File: config.mk
export PLATFORM = sky130hd
export DESIGN_NAME = recover_ctrl
export DESIGN_NICKNAME = d
export VERILOG_FILES = /design/src/rtl/recover_pkg.sv /design/src/rtl/hdb3_level_cls.sv /design/src/rtl/recover_ctrl.sv
export SDC_FILE = /design/constraint.sdc
export NUM_CORES = 1
export LEC_CHECK = 0
export ABC_AREA = 1
export BUFFER_PORTS_ARGS = -buffer_cell sky130_fd_sc_hd__buf_2
export CORE_UTILIZATION = 52
export DETAILED_ROUTE_END_ITERATION = 8
export GPL_TIMING_DRIVEN = 0
export PLACE_DENSITY = 0.72
export SYNTH_ARGS = -nofsm -noshare
export SYNTH_HDL_FRONTEND = slang
export SYNTH_SLANG_ARGS = --single-unit
File: constraint.sdc
create_clock -name clk_in -period 3.04 [get_ports clk_in]
set_input_delay 0.608 -clock clk_in [delete_from_list [all_inputs] [get_ports clk_in]]
set_output_delay 0.608 -clock clk_in [all_outputs]
set_load 0.005 [all_outputs]
File: src/rtl/recover_pkg.sv
// Shared types and constants for the HDB3 receive lock controller and level classifier.
package recover_pkg;

    typedef enum logic [1:0] {
        ST_IDLE    = 2'b00,
        ST_HUNT    = 2'b01,
        ST_ACQUIRE = 2'b10,
        ST_LOCKED  = 2'b11
    } rc_state_e;

    localparam logic [1:0] LVL_ZERO    = 2'b00;
    localparam logic [1:0] LVL_POS     = 2'b01;
    localparam logic [1:0] LVL_NEG     = 2'b10;
    localparam logic [1:0] LVL_INVALID = 2'b11;

    localparam logic [7:0] POS_MIN  = 8'h58;
    localparam logic [7:0] ZERO_MIN = 8'h30;
    localparam logic [7:0] ZERO_MAX = 8'h3f;
    localparam logic [7:0] NEG_MAX  = 8'h0f;

endpackage

File: src/rtl/hdb3_level_cls.sv
// Maps one AD sample onto a line level; samples in the guard bands come out INVALID.
module hdb3_level_cls (
    input  logic [7:0] sample,
    output logic [1:0] level
);
    import recover_pkg::*;

    always_comb begin
        level = LVL_INVALID;
        if (sample >= POS_MIN) begin
            level = LVL_POS;
        end else if (sample >= ZERO_MIN && sample <= ZERO_MAX) begin
            level = LVL_ZERO;
        end else if (sample <= NEG_MAX) begin
            level = LVL_NEG;
        end
    end

endmodule

File: src/rtl/recover_ctrl.sv
// Symbol-timing recovery: edge detection on classified samples driving a
// hunt/acquire/lock machine around a phase counter, with registered outputs.
module recover_ctrl #(
    parameter int OSR          = 16,
    parameter int LOCK_EDGES   = 4,
    parameter int TOL          = 2,
    parameter int MAX_IDLE_SYM = 4
) (
    input  logic       clk_in,
    input  logic       rst_n,
    input  logic       enable,
    input  logic [7:0] indata_8,
    output logic       clk_out,
    output logic       sym_strobe,
    output logic [1:0] sym_level,
    output logic       locked,
    output logic       lol,
    output logic [1:0] state
);
    import recover_pkg::*;

    localparam int PW = $clog2(OSR);
    localparam int GW = $clog2(LOCK_EDGES + 1);
    localparam int IW = $clog2(MAX_IDLE_SYM + 2);

    localparam logic [PW-1:0] PH_ONE    = PW'(1);
    localparam logic [PW-1:0] PH_TOL    = PW'(TOL);
    localparam logic [PW-1:0] PH_EARLY  = PW'(OSR - TOL);
    localparam logic [PW-1:0] PH_HALF   = PW'(OSR / 2);
    localparam logic [PW:0]   OSR_EXT   = (PW + 1)'(OSR);
    localparam logic [GW-1:0] GOOD_LOCK = GW'(LOCK_EDGES);
    localparam logic [IW-1:0] IDLE_MAX  = IW'(MAX_IDLE_SYM);

    logic [7:0]    sample_q, sample_d;
    logic [1:0]    prev_cls_q, prev_cls_d;
    rc_state_e     state_q, state_d;
    logic [PW-1:0] phase_q, phase_d;
    logic [GW-1:0] good_q, good_d;
    logic [IW-1:0] idle_q, idle_d;
    logic [1:0]    bad_q, bad_d;
    logic          clk_en_q, clk_en_d;
    logic          clk_out_q, clk_out_d;
    logic          strobe_q, strobe_d;
    logic [1:0]    level_q, level_d;
    logic          locked_q, locked_d;
    logic          lol_q, lol_d;

    logic [1:0]    cls;
    logic          cls_valid;
    logic          sym_edge;
    logic          in_win;
    logic [1:0]    step;
    logic [PW:0]   phase_sum;
    logic          wrap;
    logic [PW-1:0] phase_adv;
    logic [GW-1:0] good_inc;
    logic [IW-1:0] idle_inc;
    logic [1:0]    bad_inc;

    hdb3_level_cls u_cls (
        .sample (sample_q),
        .level  (cls)
    );

    assign sample_d   = indata_8;
    assign cls_valid  = (cls != LVL_INVALID);
    assign sym_edge   = cls_valid && (cls != prev_cls_q);
    assign prev_cls_d = cls_valid ? cls : prev_cls_q;
    assign in_win     = (phase_q <= PH_TOL) || (phase_q >= PH_EARLY);

    // Phase step: 1 normally, 0 retards a late edge, 2 advances an early one.
    always_comb begin
        step = 2'd1;
        if (state_q == ST_LOCKED && sym_edge && in_win && phase_q != '0) begin
            step = (phase_q <= PH_TOL) ? 2'd0 : 2'd2;
        end
    end

    assign phase_sum = {1'b0, phase_q} + {{(PW - 1){1'b0}}, step};
    assign wrap      = (phase_sum >= OSR_EXT);
    assign phase_adv = wrap ? PW'(phase_sum - OSR_EXT) : PW'(phase_sum);

    assign good_inc = (good_q == '1) ? good_q : good_q + GW'(1);
    assign idle_inc = (idle_q == '1) ? idle_q : idle_q + IW'(1);
    assign bad_inc  = (bad_q == 2'd3) ? bad_q : bad_q + 2'd1;

    always_comb begin
        state_d = state_q;
        phase_d = phase_q;
        good_d  = good_q;
        idle_d  = idle_q;
        bad_d   = bad_q;
        lol_d   = 1'b0;

        case (state_q)
            ST_IDLE: begin
                phase_d = '0;
                good_d  = '0;
                idle_d  = '0;
                bad_d   = '0;
                state_d = ST_HUNT;
            end
            ST_HUNT: begin
                phase_d = '0;
                good_d  = '0;
                idle_d  = '0;
                bad_d   = '0;
                if (sym_edge) begin
                    phase_d = PH_ONE;
                    state_d = ST_ACQUIRE;
                end
            end
            ST_ACQUIRE: begin
                bad_d = '0;
                if (sym_edge) begin
                    phase_d = PH_ONE;
                    idle_d  = '0;
                    good_d  = in_win ? good_inc : '0;
                    if (good_d == GOOD_LOCK) begin
                        state_d = ST_LOCKED;
                    end
                end else begin
                    phase_d = phase_adv;
                    if (wrap) begin
                        idle_d = idle_inc;
                    end
                    if (idle_d > IDLE_MAX) begin
                        state_d = ST_HUNT;
                        phase_d = '0;
                        good_d  = '0;
                        idle_d  = '0;
                    end
                end
            end
            default: begin
                phase_d = phase_adv;
                if (sym_edge) begin
                    idle_d = '0;
                    bad_d  = in_win ? 2'd0 : bad_inc;
                end else if (wrap) begin
                    idle_d = idle_inc;
                end
                if (bad_d == 2'd2 || idle_d > IDLE_MAX) begin
                    lol_d   = 1'b1;
                    state_d = ST_HUNT;
                    phase_d = '0;
                    good_d  = '0;
                    idle_d  = '0;
                    bad_d   = '0;
                end
            end
        endcase

        if (!enable) begin
            state_d = ST_IDLE;
            phase_d = '0;
            good_d  = '0;
            idle_d  = '0;
            bad_d   = '0;
            lol_d   = 1'b0;
        end
    end

    // clk_out stays low after lock until the first phase wrap.
    always_comb begin
        locked_d  = (state_d == ST_LOCKED);
        clk_en_d  = locked_d && (clk_en_q || (state_q == ST_LOCKED && wrap));
        clk_out_d = clk_en_d && (phase_d < PH_HALF);
        strobe_d  = locked_d && (phase_d == PH_HALF);
        level_d   = level_q;
        if (strobe_d) begin
            level_d = cls_valid ? cls : prev_cls_q;
        end
    end

    always_ff @(posedge clk_in) begin
        if (!rst_n) begin
            sample_q   <= '0;
            prev_cls_q <= LVL_ZERO;
            state_q    <= ST_IDLE;
            phase_q    <= '0;
            good_q     <= '0;
            idle_q     <= '0;
            bad_q      <= '0;
            clk_en_q   <= 1'b0;
            clk_out_q  <= 1'b0;
            strobe_q   <= 1'b0;
            level_q    <= LVL_ZERO;
            locked_q   <= 1'b0;
            lol_q      <= 1'b0;
        end else begin
            sample_q   <= sample_d;
            prev_cls_q <= prev_cls_d;
            state_q    <= state_d;
            phase_q    <= phase_d;
            good_q     <= good_d;
            idle_q     <= idle_d;
            bad_q      <= bad_d;
            clk_en_q   <= clk_en_d;
            clk_out_q  <= clk_out_d;
            strobe_q   <= strobe_d;
            level_q    <= level_d;
            locked_q   <= locked_d;
            lol_q      <= lol_d;
        end
    end

    assign clk_out    = clk_out_q;
    assign sym_strobe = strobe_q;
    assign sym_level  = level_q;
    assign locked     = locked_q;
    assign lol        = lol_q;
    assign state      = state_q;

endmodule

### After elaboration in Yosys (flattened, before gate mapping)

Index checks and enable logic that the tools add are counted.

| storage, ports and cells | value |
|---|---|
| input port bits | 11 |
| register bits | 31 |

| operators by class | value |
|---|---|
| add/sub/neg operators | 5 |
| bitwise operators | 2 |
| eq/ne operators | 13 |
| reduce and logical (&&, ||, !) cells | 21 |
| order comparisons | 10 |
| muxes and demuxes | 41 |

Operators by type and width:

| operator | number |
|---|---|
| 2-to-1 mux 3 bit | 14 |
| 2-to-1 mux 2 bit | 15 |
| 2-to-1 mux 4 bit | 5 |
| one-hot mux 3 bit (2 select lines) | 2 |
| one-hot mux 4 bit (3 select lines) | 1 |
| == test 2 bit, second input constant | 5 |
| == test 3 bit, second input constant | 3 |
| logical AND 1 bit | 9 |
| >= comparator 8 x 6 -> 1 bit, second input constant | 1 |
| >= comparator 8 x 7 -> 1 bit, second input constant | 1 |
| <= comparator 8 x 4 -> 1 bit, second input constant | 1 |
| <= comparator 8 x 6 -> 1 bit, second input constant | 1 |
| adder 3 x 1 -> 3 bit, second input constant | 2 |
| > comparator 3 bit, second input constant | 2 |
| one-hot mux 2 bit (3 select lines) | 1 |
| OR reduction 6 bit | 1 |
| adder 4 x 2 -> 5 bit | 1 |
| >= comparator 5 bit, second input constant | 1 |
| OR reduction 5 bit | 1 |
| == test 4 bit, second input constant | 1 |
| >= comparator 4 bit, second input constant | 1 |
| <= comparator 4 x 2 -> 1 bit, second input constant | 1 |
| less-than comparator 4 bit, second input constant | 1 |
| AND reduction 2 bit | 2 |
| other kinds (14) | 19 |

### Logic depth before layout (Yosys ltp)

Gate-level depths: netlist of run 1.

| logic depth | value |
|---|---|
| depth after elaboration | 23 |
| gate-level depth with buffers | 30 |
| depth with buffers taken out | 30 |

### Cells and area by module

From an unflattened synthesis of run 1, not the netlist that was laid out.

| unflattened totals | value |
|---|---|
| cell total of the unflattened synthesis | 255 |
| area total of the unflattened synthesis | 1732.9 µm² |

By module, submodules not included:

| module | seq. area each (µm²) | area each (µm²) | times used | cells each |
|---|---|---|---|---|
| recover_ctrl | 620.6 | 1681.6 | 1 | 242 |
| hdb3_level_cls | 0.0 | 51.3 | 1 | 13 |

### Worst setup path after synthesis of run 1

Ideal clock, no wire load.

| timing path | value |
|---|---|
| path type | register to register |
| start point | reg sample_q[6] |
| end point | reg level_q[1], in the netlist sym_level[1] |
| arrival time | 2.962 ns |
| buffers on the path | 0 |
| clock period less this slack | 3.074 ns |
| stages on the path, launching flop included | 23 |
| slack | -0.034 ns |
| required time | 2.927 ns |
| library setup time | 0.113 ns |
| path through | dfxtp_1 > nor2_4 > nand2_2 > nand2_2 > o21ai_0 > nand2_1 > nand2_1 > o2111ai_1 > a21oi_1 > inv_1 > fa_1 > nor2_4 > nand2_2 > o21ai_2 > nand2_2 > a21oi_2 > nand2_1 > a21oi_2 > nand3_2 > nor2_4 > nand2_2 > nor2_1 > nor2_1 |

| on the way | value |
|---|---|
| word-level cells in the longest chain between the ends | 22 |
| elaborated cells on any way between the ends | 46 |

Ends and longest elaborated chain:

| element | RTL line | source |
|---|---|---|
| start: declaration | recover_ctrl.sv:34 | `logic [7:0] sample_q, sample_d;` |
| start signal: assignment | recover_ctrl.sv:192 | `sample_q <= sample_d;` |
| <= comparator 8 x 4 -> 1 bit, or another cell as far along | hdb3_level_cls.sv:14 | `end else if (sample <= NEG_MAX) begin` |
| 2-to-1 mux 1 bit or logical AND 1 bit (tied branches) | hdb3_level_cls.sv:14, hdb3_level_cls.sv:12 |  |
| 2-to-1 mux 2 bit | hdb3_level_cls.sv:12 | `end else if (sample >= ZERO_MIN && sample <= ZERO_MAX) begin` |
| 2-to-1 mux 2 bit (*) | hdb3_level_cls.sv:10 | `if (sample >= POS_MIN) begin` |
| != test 2 bit (on tied branches) | recover_ctrl.sv:66, recover_ctrl.sv:67 |  |
| logical AND 1 bit | recover_ctrl.sv:67 | `assign sym_edge = cls_valid && (cls != prev_cls_q);` |
| logical AND 1 bit (3 in a row) | recover_ctrl.sv:74 | `if (state_q == ST_LOCKED && sym_edge && in_win && phase_q != '0) begin` |
| 2-to-1 mux 2 bit | recover_ctrl.sv:74 |  |
| [... 4 more ...] | - |  |
| 2-to-1 mux 3 bit | recover_ctrl.sv:95 | `case (state_q)` |
| > comparator 3 bit (on tied branches) | recover_ctrl.sv:127, recover_ctrl.sv:143 |  |
| 2-to-1 mux 4 bit, or another cell as far along | recover_ctrl.sv:127 | `if (idle_d > IDLE_MAX) begin` |
| 2-to-1 mux 4 bit, or another cell as far along | recover_ctrl.sv:115 | `if (sym_edge) begin` |
| one-hot mux 4 bit (3 select lines) or one-hot mux 2 bit (3 select lines) (tied branches) | recover_ctrl.sv:95 |  |
| 2-to-1 mux 4 bit or 2-to-1 mux 2 bit (tied branches) | recover_ctrl.sv:154 | `if (!enable) begin` |
| == test 4 bit or == test 2 bit (tied branches) | recover_ctrl.sv:169, recover_ctrl.sv:166 |  |
| logical AND 1 bit | recover_ctrl.sv:169 | `strobe_d = locked_d && (phase_d == PH_HALF);` |
| end signal: assignment | recover_ctrl.sv:202 | `level_q <= level_d;` |
| end: declaration | recover_ctrl.sv:44 | `logic [1:0] level_q, level_d;` |

Every way passes the cells marked *; elsewhere a longest branch is shown, timed or not. The select of a mux whose other input is x is not followed.
A chain may end at the register's enable or synchronous reset.

### Worst setup path in the final report of run 1

| timing path | value |
|---|---|
| start point | reg sample_q[5] |
| end point | reg clk_out_q, in the netlist clk_out |

| on the way | value |
|---|---|
| word-level cells in the longest chain between the ends | 23 |
| elaborated cells on any way between the ends | 48 |

Ends and longest elaborated chain:

| element | RTL line | source |
|---|---|---|
| <= comparator 8 x 4 -> 1 bit, or another cell as far along | hdb3_level_cls.sv:14 |  |
| 2-to-1 mux 1 bit or logical AND 1 bit (tied branches) | hdb3_level_cls.sv:14, hdb3_level_cls.sv:12 |  |
| 2-to-1 mux 2 bit | hdb3_level_cls.sv:12 |  |
| 2-to-1 mux 2 bit (*) | hdb3_level_cls.sv:10 |  |
| != test 2 bit (on tied branches) | recover_ctrl.sv:66, recover_ctrl.sv:67 |  |
| logical AND 1 bit (*) | recover_ctrl.sv:67 |  |
| branches (longest 16 deep; another with adder 4 x 2 -> 5 bit) | - |  |
| logical AND 1 bit (*) | recover_ctrl.sv:168 | `clk_out_d = clk_en_d && (phase_d < PH_HALF);` |
| end signal: assignment | recover_ctrl.sv:200 | `clk_out_q <= clk_out_d;` |
| end: declaration | recover_ctrl.sv:42 | `logic clk_out_q, clk_out_d;` |

Mark *: on every way between the ends. The select of a mux whose other input is x is not followed.

==> results of run 1 <==
## through the flow
stage	setup WS [ps]	setup TNS, ps	std cells	area [sq um]	hold slack [ps]
after floorplan	36.0	0	241	1700	457
after global placement	-346	-3070	300	1830	477
after detailed placement	-361	-3860	300	1830	486
after CTS	-112	-398	329	2110	438
after global routing	-414	-3590	337	2300	423
final	-178	-901	337	2300	442
## sequential cells by signal, summed over array words and instances (netlist names)
register    flops
bad_q           2
good_q          3
clk_en_q        1
prev_cls_q      2
clk_out         1
sym_level       2
idle_q          3
lol             1
sample_q        5
phase_q         4
locked          1
state           2
sym_strobe      1
## metal layers
layer,part of all wire [%],GRT usage (%),up-vias
met4,1.0,8.16,0
met1,44,28.6,783
met5,0,0,-
met2,52,41.4,35
met3,2.8,2.18,4
li1,-,-,866
## synth_stat cells, drive strengths merged
cell type | instances | area share [%]
nand2 | 72 | 19
inv | 41 | 9.1
dfxtp | 28 | 33
nor2 | 26 | 7.5
nand3 | 24 | 8.6
a21oi | 10 | 3.4
ha | 8 | 5.9
o21ai | 7 | 2.3
nand4 | 6 | 2.2
nor3 | 5 | 1.5
a21o | 2 | 0.96
nor3b | 2 | 1.2
nor4 | 2 | 0.74
a21boi | 1 | 0.66
and3 | 1 | 0.37
buf | 1 | 0.44
fa | 1 | 1.2
o2111ai | 1 | 0.52
o211ai | 1 | 0.44
or2 | 1 | 0.37
xnor2 | 1 | 0.52
## critical path, stage by stage (launching register included)
cell and delay (ps):
sky130_fd_sc_hd__dfxtp_2 390, sky130_fd_sc_hd__inv_2 40, sky130_fd_sc_hd__nand2_2 60, sky130_fd_sc_hd__nand3_2 100, sky130_fd_sc_hd__nand3_1 180, sky130_fd_sc_hd__nand2_2 120, sky130_fd_sc_hd__nand2_4 100, sky130_fd_sc_hd__o2111ai_4 110
sky130_fd_sc_hd__a21oi_2 140, sky130_fd_sc_hd__inv_1 80, sky130_fd_sc_hd__fa_2 400, sky130_fd_sc_hd__nor2_4 170, sky130_fd_sc_hd__nand2_4 100, sky130_fd_sc_hd__nand2_4 80, sky130_fd_sc_hd__o21ai_4 60, sky130_fd_sc_hd__nand2_4 80
sky130_fd_sc_hd__nand2_4 70, sky130_fd_sc_hd__buf_4 140, sky130_fd_sc_hd__nand3_1 70, sky130_fd_sc_hd__nand3_1 70, sky130_fd_sc_hd__nand2_1 90, sky130_fd_sc_hd__nand3_2 110, sky130_fd_sc_hd__nor2_4 140, sky130_fd_sc_hd__nand2_2 100
sky130_fd_sc_hd__nor3b_2 150
## cell type report
type / instances / area share (%)
buffer: 1 / 0.326
clock buffer: 3 / 0.978
tap: 44 / 2.39
multi-input combinational: 171 / 49.7
inverter: 41 / 6.68
sequential: 28 / 24.6
clock inverter: 1 / 1.30
timing repair buffer: 48 / 14.0
## power by group
group	leakage, nW	switching, mW	total (mW)	internal, mW
registers	0.229	0.00767	0.383	0.375
clock network	0.0279	0.115	0.249	0.133
logic	0.860	0.0883	0.156	0.0674
total	1.12	0.211	0.787	0.576
## worst min path at each step
stage,end,startpoint
detailed placement,sym_level[0],sym_level[0]
floorplan,good_q[1],good_q[1]
finish,sample_q[3],indata_8[3]
CTS,sample_q[3],indata_8[3]
global placement,sym_level[0],sym_level[0]
global route,sample_q[3],indata_8[3]
## logic make-up after synthesis
kind of cell | Yosys count
xor+xnor | 1
fa+ha+maj | 9
flops | 28
buf+inv | 42
simple gates | 139
compound gates | 22
## repair_timing
| item | CTS | global route |
|---|---|---|
| pin swaps | 22 | 24 |
| gates resized for setup | 18 | 32 |
| buffers inserted | 25 | 8 |
| endpoints found under the setup margin | 21 | 21 |
==> impl_summary.log, run 1 <==
INFO  metric outcome = finished with violations
INFO  metric violations = setup timing
INFO  metric critPathLaunchType = flop
INFO  metric worstSetupPathType = flop to flop
INFO  metric clock_insertion_delay_worst_skew = 330 ps
INFO  metric synth_cell_types = 30
INFO  metric globalRouteTotalUtil = a little under a quarter
INFO  metric cts_htree_levels = 1
INFO  metric cts_buffers = 3
INFO  metric finalSetupViolCount = 10
INFO  metric largest_family_of_logic_cells_by_synthesized_area = simple AND/OR/NAND/NOR gates
INFO  metric antenna_violating_nets_post_route = 0
INFO  metric crit-reg2reg-capture = clk_out
INFO  metric area_delta_synth_final = 35.7%
INFO  metric final.setup.worst_slack = -178 ps
INFO  metric hold_viol_final = 0
INFO  metric synth.area.mux_share = 0%
INFO  metric proportion_of_synthesized_chip_area_in_sequential_cells = about a third
INFO  metric yosys.area_share.simple = between 40% and 50%
INFO  metric synthesis.yosys.warnings = 0
INFO  metric antenna_found_initial = 0
INFO  metric cap_viol_max_count = 0
INFO  metric fp.dieH = ~59 microns
INFO  metric cts_root_buf = sky130_fd_sc_hd__clkbuf_4
INFO  metric total_leakage_power = between 1 and 1.5 nW
INFO  metric synth-adder-area-share = under 10%
INFO  metric ff_latch_count_synth = 28
INFO  metric io_buffer_count = 15
INFO  metric rsz0062_at_grt = true
INFO  metric top_level_ports = 19
INFO  metric parity_gate_share_of_the_synthesized_area_counting_xor_and_xnor_cells = 0.516%
INFO  metric floorplan.die.width = 59.1 microns
INFO  metric count_of_cells_along_the_worst_hold_path = 3
INFO  metric grt_pass1_vias = about 1400
INFO  metric synth_area = 1700 sq um
INFO  metric utilization = between 70% and 80%
INFO  metric wirelength = 4190 microns
INFO  metric drt_first_pass_iters = 4
INFO  metric min_period_over_period = 106%
INFO  metric globalRouteOverflowTotal = 0
INFO  metric hp-class = input port to flop
INFO  metric avgViaCountPerCell = about 5.0
INFO  metric syn_nets = about 260
INFO  metric footprint_of_the_multi_input_gates = 1140 sq um
INFO  metric gp_routability_congestion = 0.848
INFO  metric clockBufferDepth = 2
INFO  metric initial_utilization = between 50% and 60%
INFO  metric clock-sinks = 28
INFO  metric vias_after_detailed_routing = ~1700
INFO  metric drt-initial-drc-count = around 120
INFO  metric cts_hold_buf = 0
INFO  metric relSlewSlack = just under 80%
INFO  metric crit_required = between 3000 and 4000 ps
INFO  metric grt_first_pass_wirelength = 6020 microns
INFO  metric postSynthAreaPerCell = a little over 7 sq um
INFO  metric timing.reg2reg.worst_path_depth = 24
INFO  metric core_area = just over 3000 sq um
INFO  metric register_area = approximately 570 sq um
INFO  metric worstSetupStartpoint = sample_q[5]
INFO  metric floorplan.die_area = around 3500 sq um
INFO  metric skew = about 2 ps
INFO  metric power.density = about 340 nW/um^2
INFO  metric clkTransAtPathRegs = 160 ps
INFO  metric r2r-start = sample_q[5]
INFO  metric tritoncts = yes
INFO  metric remaining_drc_errors = 0
INFO  metric layout.cells.most_common = sky130_fd_sc_hd__nand2_1
INFO  metric synth_compound_area_share = under 10%
INFO  metric hpwl = ~2600 microns
INFO  metric antenna_cells_inserted = 0
INFO  metric final_cell_mix = 45 x sky130_fd_sc_hd__nand2_1, 36 x sky130_fd_sc_hd__inv_1, 34 x sky130_fd_sc_hd__buf_4
INFO  metric pin_count_of_the_biggest_net_entering_global_routing = 17
INFO  metric finalWorstPathRequiredPeriod = ~3200 ps
INFO  metric layout_net_count = ~310
INFO  metric fin_total_pwr = 787 uW
INFO  metric crit_path_end_kind = flop
INFO  metric timing.critical_path.fanout_max = 4
INFO  metric timing.critical_path.arrival = about 3500 ps
INFO  metric rrSetupSlack = -180 ps
INFO  metric worst_ir_drop_vdd = roughly 0.00022 V
INFO  metric count_of_fill_cells_added_during_filler_insertion = approximately 250
INFO  metric post_drt_wl_per_cell = between 10 and 15 microns
INFO  metric final_layout_size_suffix_gt1_share = a little over two fifths
INFO  metric report.final.slew_viol_count = 0
INFO  metric fmax = 0.311 GHz
INFO  metric placementRows = 20
INFO  metric mapped_cells = around 240
INFO  metric endpoint = clk_out
INFO  metric tightest_slew = ~340 ps
Note: power is estimated with default switching activity, not from simulation.
==> run 2, diff against run 1 <==
CORE_UTILIZATION = 57   (was 52)
GPL_ROUTABILITY_DRIVEN = 1   (was default)
PLACE_DENSITY = 0.75   (was 0.72)
SETUP_SLACK_MARGIN = 0.02   (was default)
clock period = 3.2 ns   (was 3.04 ns; I/O delays follow)
==> run 2 against run 1 <==
  * Clock power is 41% lower
  * Critical endpoint unchanged
  * Largest cell class unchanged
  * Sequential share of layout area increased by 3.0 points
  * Total power decreased by 22%
  * Hold slack improved by 39 ps
  * Setup slack improved by 69 ps
  * Non-clock buffer count decreased by 16
  * Final area down 11%
  * Combinational power decreased by 33%
  * Flip-flop and latch count unchanged
  * The flow still finishes with violations (setup timing)
  * Cell count is 8.9% lower
==> impl_summary.log, run 2 (synthesized netlist as in run 1, its figures left out) <==
INFO  metric antenna_violating_nets_post_route = 0 (unchanged)
INFO  metric rsz0062_at_grt = true
INFO  metric regs_by_ff_count = sample_q (5), phase_q (4)
INFO  metric clock_insertion_delay_worst_skew = 330 ps (about the same)
INFO  metric layout_net_count = 298 (-5.1%)
INFO  metric globalRouteOverflowTotal = 0 (unchanged)
INFO  metric grt_first_pass_wirelength = 5500 microns (-8.7%)
INFO  metric path_common_cell = sky130_fd_sc_hd__nand2_1
INFO  metric grt_pass1_vias = 1317 (-9.1%)
INFO  metric final.setup.worst_slack = -109 ps (+69.1 ps)
INFO  metric utilization = 73.7% (-1.1 points)
INFO  metric cts_htree_levels = 1 (unchanged)
INFO  metric placementRows = 19 (-5.0%)
INFO  metric globalRouteTotalUtil = 21.8% (-1.3 points)
INFO  metric gp_routability_congestion = 0.852 (+0.51%)
INFO  metric postPlaceCellArea = 1810 sq um (-1.0%)
INFO  metric crit_path_end_kind = flop
INFO  metric core_area = 2780 sq um (-9.6%)
INFO  metric cts_buffers = 3 (unchanged)
INFO  metric skew = 6.43 ps (+4.42 ps)
INFO  metric vias_after_detailed_routing = 1561 (-7.5%)
INFO  metric relSlewSlack = 76.9% (-0.10 points)
INFO  metric final_layout_size_suffix_gt1_share = 33.7% (-7.9 points)
INFO  metric final_area = 2050 sq um (-11%)
INFO  metric hpwl = 2380 microns (-6.5%)
INFO  metric report.final.slew_viol_count = 0 (unchanged)
INFO  metric fin_total_pwr = 614 uW (-22%)
INFO  metric cts_hold_buf = 0 (unchanged)
INFO  metric top_level_ports = 19 (unchanged)
INFO  metric clkTransAtPathRegs = 150 ps (about the same)
INFO  metric power.density = 300 nW/um^2 (-12%)
INFO  metric io_buffer_count = 15 (unchanged)
INFO  metric register_area = 566 sq um (-0.22%)
INFO  metric wirelength = 3430 microns (-18%)
INFO  metric place_worst_setup_slack = -309 ps (+52.0 ps)
INFO  metric violations = setup timing
INFO  metric cts_root_buf = sky130_fd_sc_hd__clkbuf_4
INFO  metric floorplan.die.width = 56.6 microns (-4.3%)
INFO  metric pin_count_of_the_biggest_net_entering_global_routing = 15 (-2)
INFO  metric clockBufferDepth = 2 (unchanged)
INFO  metric count_of_fill_cells_added_during_filler_insertion = 230 (-9.1%)
INFO  metric remaining_drc_errors = 0 (unchanged)
INFO  metric timing.critical_path.arrival = 3590 ps (+90 ps)
INFO  metric finalSetupViolCount = 5 (-5)
INFO  metric layout.cells.most_common = sky130_fd_sc_hd__nand2_1
INFO  metric cap_viol_max_count = 0 (unchanged)
INFO  metric antenna_cells_inserted = 0 (unchanged)
INFO  metric clock-sinks = 28 (unchanged)
INFO  metric hold_viol_final = 0 (unchanged)
INFO  metric largest_register_ff_count = 5 (unchanged)
INFO  metric final_cell_mix = 48 x sky130_fd_sc_hd__nand2_1, 38 x sky130_fd_sc_hd__inv_1, 24 x sky130_fd_sc_hd__dfxtp_1
INFO  metric drt_first_pass_iters = 6 (+2)
INFO  metric antenna_found_initial = 0 (unchanged)
INFO  metric footprint_of_the_multi_input_gates = 1060 sq um (-7.4%)
INFO  metric final_non_filler_cells = 307 (-8.9%)
INFO  metric min_period_over_period = 103% (-2.5 points)
INFO  metric worstSetupPathType = flop to flop
INFO  metric critPathLaunchType = flop
INFO  metric slowest_delay = 400 ps (about the same)
INFO  metric finalWorstPathRequiredPeriod = 3310 ps (+90.9 ps)
INFO  metric tritoncts = yes
INFO  metric hp-class = input port to flop
INFO  metric post_drt_wl_per_cell = 11.2 microns (-10%)
INFO  metric fp.dieH = 56.6 microns (-4.3%)
INFO  metric initial_utilization = 61.0% (+5.9 points)
INFO  metric largest_register = sample_q
INFO  metric timing.critical_path.fanout_max = 6 (+2)
INFO  metric area_delta_synth_final = 20.8%
INFO  metric cpMaxStageDelayCell = sky130_fd_sc_hd__fa_2
INFO  metric outcome = finished with violations
INFO  metric timing.critical_path.cells = nor2_1 -> nand2_1 -> nand2_1 -> o2111ai_4 -> a21oi_2 -> inv_1 -> fa_2 -> nor2_4 -> nand2_2 -> nand2_1 -> o21ai_2 -> nand2_2 -> nand2_4 -> buf_4 -> nand3_1 -> nand3_1 -> nand2_1 -> nand3_2 -> nor2_4 -> nand2_2 -> nor3b_2
INFO  metric drt-initial-drc-count = 44 (-63%)
INFO  metric avgViaCountPerCell = 5.08 (+1.5%)
INFO  metric tightest_slew = 343 ps (+1.55 ps)
INFO  metric worst_ir_drop_vdd = 0.000292 V (+35%)
INFO  metric fmax = 0.302 GHz (-2.7%)
INFO  metric placed_cells_incl_taps = 287 (-4.3%)
INFO  metric total_leakage_power = 1.02 nW (-9.0%)
INFO  metric floorplan.die_area = 3200 sq um (-8.5%)
INFO  metric crit_required = 3480 ps (+160 ps)
-- run 2: changes by cell type in the layout (fill, tap and decap cells not counted), moves of 3 or more --
| cell | previous run | this run |
|---|---|---|
| sky130_fd_sc_hd__nand2_4 | 13 | 5 |
| sky130_fd_sc_hd__nand2_2 | 14 | 19 |
| sky130_fd_sc_hd__nor2_1 | 18 | 21 |
| sky130_fd_sc_hd__buf_4 | 34 | 18 |
| sky130_fd_sc_hd__nand2_1 | 45 | 48 |
-- run 2: power breakdown --
group / switching [mW] / leakage (nW) / total (mW) / internal (mW)
Clock: 0.101 / 0.0138 / 0.146 / 0.0443
Combinational: 0.0665 / 0.775 / 0.105 / 0.0388
Sequential: 0.00686 / 0.229 / 0.363 / 0.356
-- run 2: final cells by class --
| class | instances | share of cell area, % |
|---|---|---|
| inverter | 41 | 7.51 |
| buffer | 1 | 0.366 |
| clock buffer | 3 | 1.10 |
| multi-input combinational | 171 | 51.6 |
| tap | 31 | 1.89 |
| timing repair buffer | 32 | 9.89 |
| sequential | 28 | 27.6 |
-- run 2: per-stage QoR --
stage	hold slack (ps)	TNS, ps
2_1_floorplan	457	0
3_3_place_gp	474	-2000
3_5_place_dp	472	-2450
4_1_cts	476	0
5_1_grt	465	-1760
6_report	481	-379
-- run 2: layer usage --
metal	GRT usage (%)	vias up	routed length (microns)
li1	-	838	-
met1	29.7	669	1600
met2	34.6	47	1590
met3	3.00	7	181
met4	8.71	0	51
met5	0	-	0
-- run 2: path summary, 6_finish.rpt --
check             slack [ps]         start      endpoint  depth (start not counted)
setup / recovery        -110    phase_q[2]       clk_out                         21
hold / removal           480   indata_8[6]   sample_q[6]                          3
setup reg to reg        -110    phase_q[2]       clk_out                         21
hold reg to reg          520  sym_level[0]  sym_level[0]                          2
-- run 2: what timing repair did --
action / in CTS / in global routing
setup endpoints to repair: 20 / 20
setup buffers: 12 / 5
pin swaps: 7 / 16
resized for setup: 10 / 19
endpoints found under the hold margin: 0 / 0
-- run 2: worst max-delay path: cells and delay by family, from the launching register on --
kind                     cells  cell delay [ps]
AND/OR/NAND/NOR             15             1810
AO/OA/AOI/OAI                3              410
adder cells (fa/ha/maj)      1              400
flip-flops                   1              380
buffers and inverters        2              230
==> run 3, diff against run 2 <==
PLACE_DENSITY = 0.78   (was 0.75)
==> run 3 against run 2 <==
  * The run still ends with setup timing left
  * Setup slack better by 63 ps
  * Hold slack gained 12 ps
  * Non-clock buffer count down 6
  * Die area unchanged
  * Clock skew up 6.8 ps
  * Fmax grew 2.0%
  * Final area fell by 0.24%
  * Register-to-register slack better by 60 ps
==> impl_summary.log, run 3 (synthesized netlist as in run 1, its figures left out) <==
INFO  metric regs_by_ff_count = sample_q (5), phase_q (4)
INFO  metric layout_net_count = 292 (-2.0%)
INFO  metric final_cell_mix = 47 x sky130_fd_sc_hd__nand2_1, 37 x sky130_fd_sc_hd__inv_1, 25 x sky130_fd_sc_hd__dfxtp_1
INFO  metric layout.cells.most_common = sky130_fd_sc_hd__nand2_1
INFO  metric outcome = finished with violations
INFO  metric floorplan.die.width = 56.6 microns (unchanged)
INFO  metric count_of_fill_cells_added_during_filler_insertion = 224 (-2.6%)
INFO  metric total_switching_power = 178 uW (+1.7%)
INFO  metric critPathLaunchType = flop
INFO  metric crit_required = 3470 ps (about the same)
INFO  metric cts_htree_levels = 1 (unchanged)
INFO  metric grt_first_pass_wirelength = 5450 microns (-0.87%)
INFO  metric tritoncts = yes
INFO  metric finalSetupViolCount = 5 (unchanged)
INFO  metric r2r-start = phase_q[2]
INFO  metric rsz0062_at_grt = true
INFO  metric drt_first_pass_iters = 4 (-2)
INFO  metric final_layout_size_suffix_gt1_share = 32.5% (-1.2 points)
INFO  metric avgViaCountPerCell = 5.17 (+1.7%)
INFO  metric final_non_filler_cells = 302 (-1.6%)
INFO  metric hpwl = 2440 microns (+2.2%)
INFO  metric relSlewSlack = 80.5% (+3.6 points)
INFO  metric worst_ir_drop_vdd = 0.000441 V (+51%)
INFO  metric wirelength = 3320 microns (-3.0%)
INFO  metric timing.reg2reg.worst_path_depth = 20 (-4.8%)
INFO  metric crit-reg2reg-capture = sym_strobe
INFO  metric cts_root_buf = sky130_fd_sc_hd__clkbuf_4
INFO  metric fmax = 0.308 GHz (+2.0%)
INFO  metric floorplan.die_area = 3200 sq um (unchanged)
INFO  metric total_leakage_power = 1.00 nW (-1.4%)
INFO  metric antenna_violating_nets_post_route = 0 (unchanged)
INFO  metric pin_count_of_the_biggest_net_entering_global_routing = 17 (+2)
INFO  metric area_delta_synth_final = 20.5%
INFO  metric tightest_slew = 291 ps (-52.7 ps)
INFO  metric timing.setup.tns = -107 ps (+272 ps)
INFO  metric cpMaxStageDelayCell = sky130_fd_sc_hd__fa_2
INFO  metric gp_routability_congestion = 0.838 (-1.6%)
INFO  metric postPlaceCellArea = 1810 sq um (unchanged)
INFO  metric internal_power = 524 uW (+19%)
INFO  metric power_frac_comb = 15.4% (-1.7 points)
INFO  metric antenna_found_initial = 0 (unchanged)
INFO  metric tightest_hold_margin = 493 ps (+11.9 ps)
INFO  metric final.setup.worst_slack = -45.9 ps (+63.5 ps)
INFO  metric min_period_over_period = 101% (-2.0 points)
INFO  metric slowest_delay = 390 ps (about the same)
INFO  metric power.density = 343 nW/um^2 (+15%)
INFO  metric clock_insertion_delay_worst_skew = 330 ps (about the same)
INFO  metric core_area = 2780 sq um (unchanged)
INFO  metric clockBufferDepth = 2 (unchanged)
INFO  metric final_area = 2040 sq um (-0.24%)
INFO  metric cts_buffers = 3 (unchanged)
INFO  metric crit_path_end_kind = flop
INFO  metric drt-initial-drc-count = 59 (+34%)
INFO  metric largest_register_ff_count = 5 (unchanged)
INFO  metric placed_cells_incl_taps = 287 (unchanged)
INFO  metric antenna_cells_inserted = 0 (unchanged)
INFO  metric place_worst_setup_slack = -291 ps (+17.8 ps)
INFO  metric violations = setup timing
INFO  metric post_drt_wl_per_cell = 11.0 microns (-1.4%)
INFO  metric clock_share_of_power = 32.8% (+9.1 points)
INFO  metric top_level_ports = 19 (unchanged)
INFO  metric count_of_cells_along_the_worst_hold_path = 3 (unchanged)
INFO  metric initial_utilization = 61.0% (unchanged)
INFO  metric clock-sinks = 28 (unchanged)
INFO  metric endpoint = sym_strobe
INFO  metric vias_after_detailed_routing = 1562 (+0.064%)
INFO  metric rrSetupSlack = -50 ps (+60 ps)
INFO  metric timing.critical_path.fanout_max = 6 (unchanged)
INFO  metric switching_share = 25.3% (-3.1 points)
INFO  metric worstSetupStartpoint = phase_q[2]
INFO  metric timing.critical_path.arrival = 3520 ps (-70 ps)
INFO  metric globalRouteTotalUtil = 21.0% (-0.78 points)
INFO  metric path_common_cell = sky130_fd_sc_hd__nand2_2
INFO  metric placementRows = 19 (unchanged)
INFO  metric worst_hold_startpoint = indata_8[3]
INFO  metric clkTransAtPathRegs = 160 ps (about the same)
INFO  metric hp-class = input port to flop
INFO  metric io_buffer_count = 15 (unchanged)
INFO  metric globalRouteOverflowTotal = 0 (unchanged)
INFO  metric finalWorstPathRequiredPeriod = 3250 ps (-63.5 ps)
INFO  metric largest_register = sample_q
INFO  metric grt_pass1_vias = 1356 (+3.0%)
INFO  metric power.sequential.fraction = 51.7% (-7.4 points)
INFO  metric cap_viol_max_count = 0 (unchanged)
INFO  metric hold_viol_final = 0 (unchanged)
INFO  metric report.final.slew_viol_count = 0 (unchanged)
INFO  metric worstSetupPathType = flop to flop
INFO  metric timing.critical_path.cells = nor2_1 -> nand2_1 -> nand2_2 -> o2111ai_4 -> a21oi_2 -> inv_1 -> fa_2 -> nor2_4 -> nand2_2 -> o21ai_2 -> nand2_2 -> nand2_4 -> nand2_2 -> nand2_2 -> nand3_2 -> a21boi_2 -> nand2_2 -> nor2_4 -> nand2_4 -> nor3_2
INFO  metric remaining_drc_errors = 0 (unchanged)
INFO  metric fp.dieH = 56.6 microns (unchanged)
INFO  metric skew = 13.2 ps (+6.82 ps)
## run 3: layer usage
| layer | global-route usage (%) | share of wire, % | wire length (microns) |
|---|---|---|---|
| met5 | 0 | 0 | 0 |
| met2 | 37.6 | 48 | 1590 |
| met1 | 26.5 | 46 | 1520 |
| met3 | 2.76 | 4.2 | 141 |
| met4 | 4.88 | 2.1 | 71 |
## run 3: area by class of cell
| cell class | instances | area [sq um] | share of cell area, % |
|---|---|---|---|
| Inverter | 41 | 154 | 7.53 |
| Buffer | 1 | 7.51 | 0.367 |
| Clock buffer | 3 | 22.5 | 1.10 |
| Timing Repair Buffer | 26 | 161 | 7.89 |
| Multi-Input combinational cell | 171 | 1070 | 52.1 |
| Tap cell | 31 | 38.8 | 1.90 |
| Clock inverter | 1 | 30.0 | 1.47 |
| Sequential cell | 28 | 564 | 27.6 |
## run 3: worst min-delay path by stage
stage	slack, ps	end
3_3_place_gp	470	sym_level[0]
3_5_place_dp	470	sym_level[0]
5_1_grt	470	sample_q[3]
4_1_cts	470	sample_q[3]
6_report	490	sample_q[3]
2_1_floorplan	460	good_q[1]
## run 3: critical path, delay by kind of cell, from the launching register on
kind                       cells  cell delay [ps]
buffers and inverters          1               80
DFF                            1              380
and+or+nand+nor               14             1700
AOI/OAI and AO/OA              4              630
adders and majority gates      1              390
## run 3: power by group through the flow
stage	logic [mW]	clock network [mW]	registers (mW)
2_1_floorplan	0.0680	0	0.369
3_3_place_gp	0.0878	0	0.369
3_5_place_dp	0.0882	0	0.370
4_1_cts	0.0953	0.240	0.363
5_1_grt	0.120	0.255	0.364
6_report	0.108	0.230	0.363
## run 3: through the flow
stage	power (mW)	util [%]
after detailed placement	0.458	65.1
final	0.702	73.5
after global placement	0.457	65.1
after CTS	0.698	68.9
after floorplan	0.437	-
after global routing	0.739	73.5
## run 3: timing repair
action,in CTS,in global routing
endpoints found under the setup margin,18,18
endpoints found under the hold margin,0,0
resized for setup,8,23
pin swaps,5,15
hold buffers,0,0
setup buffers,5,6
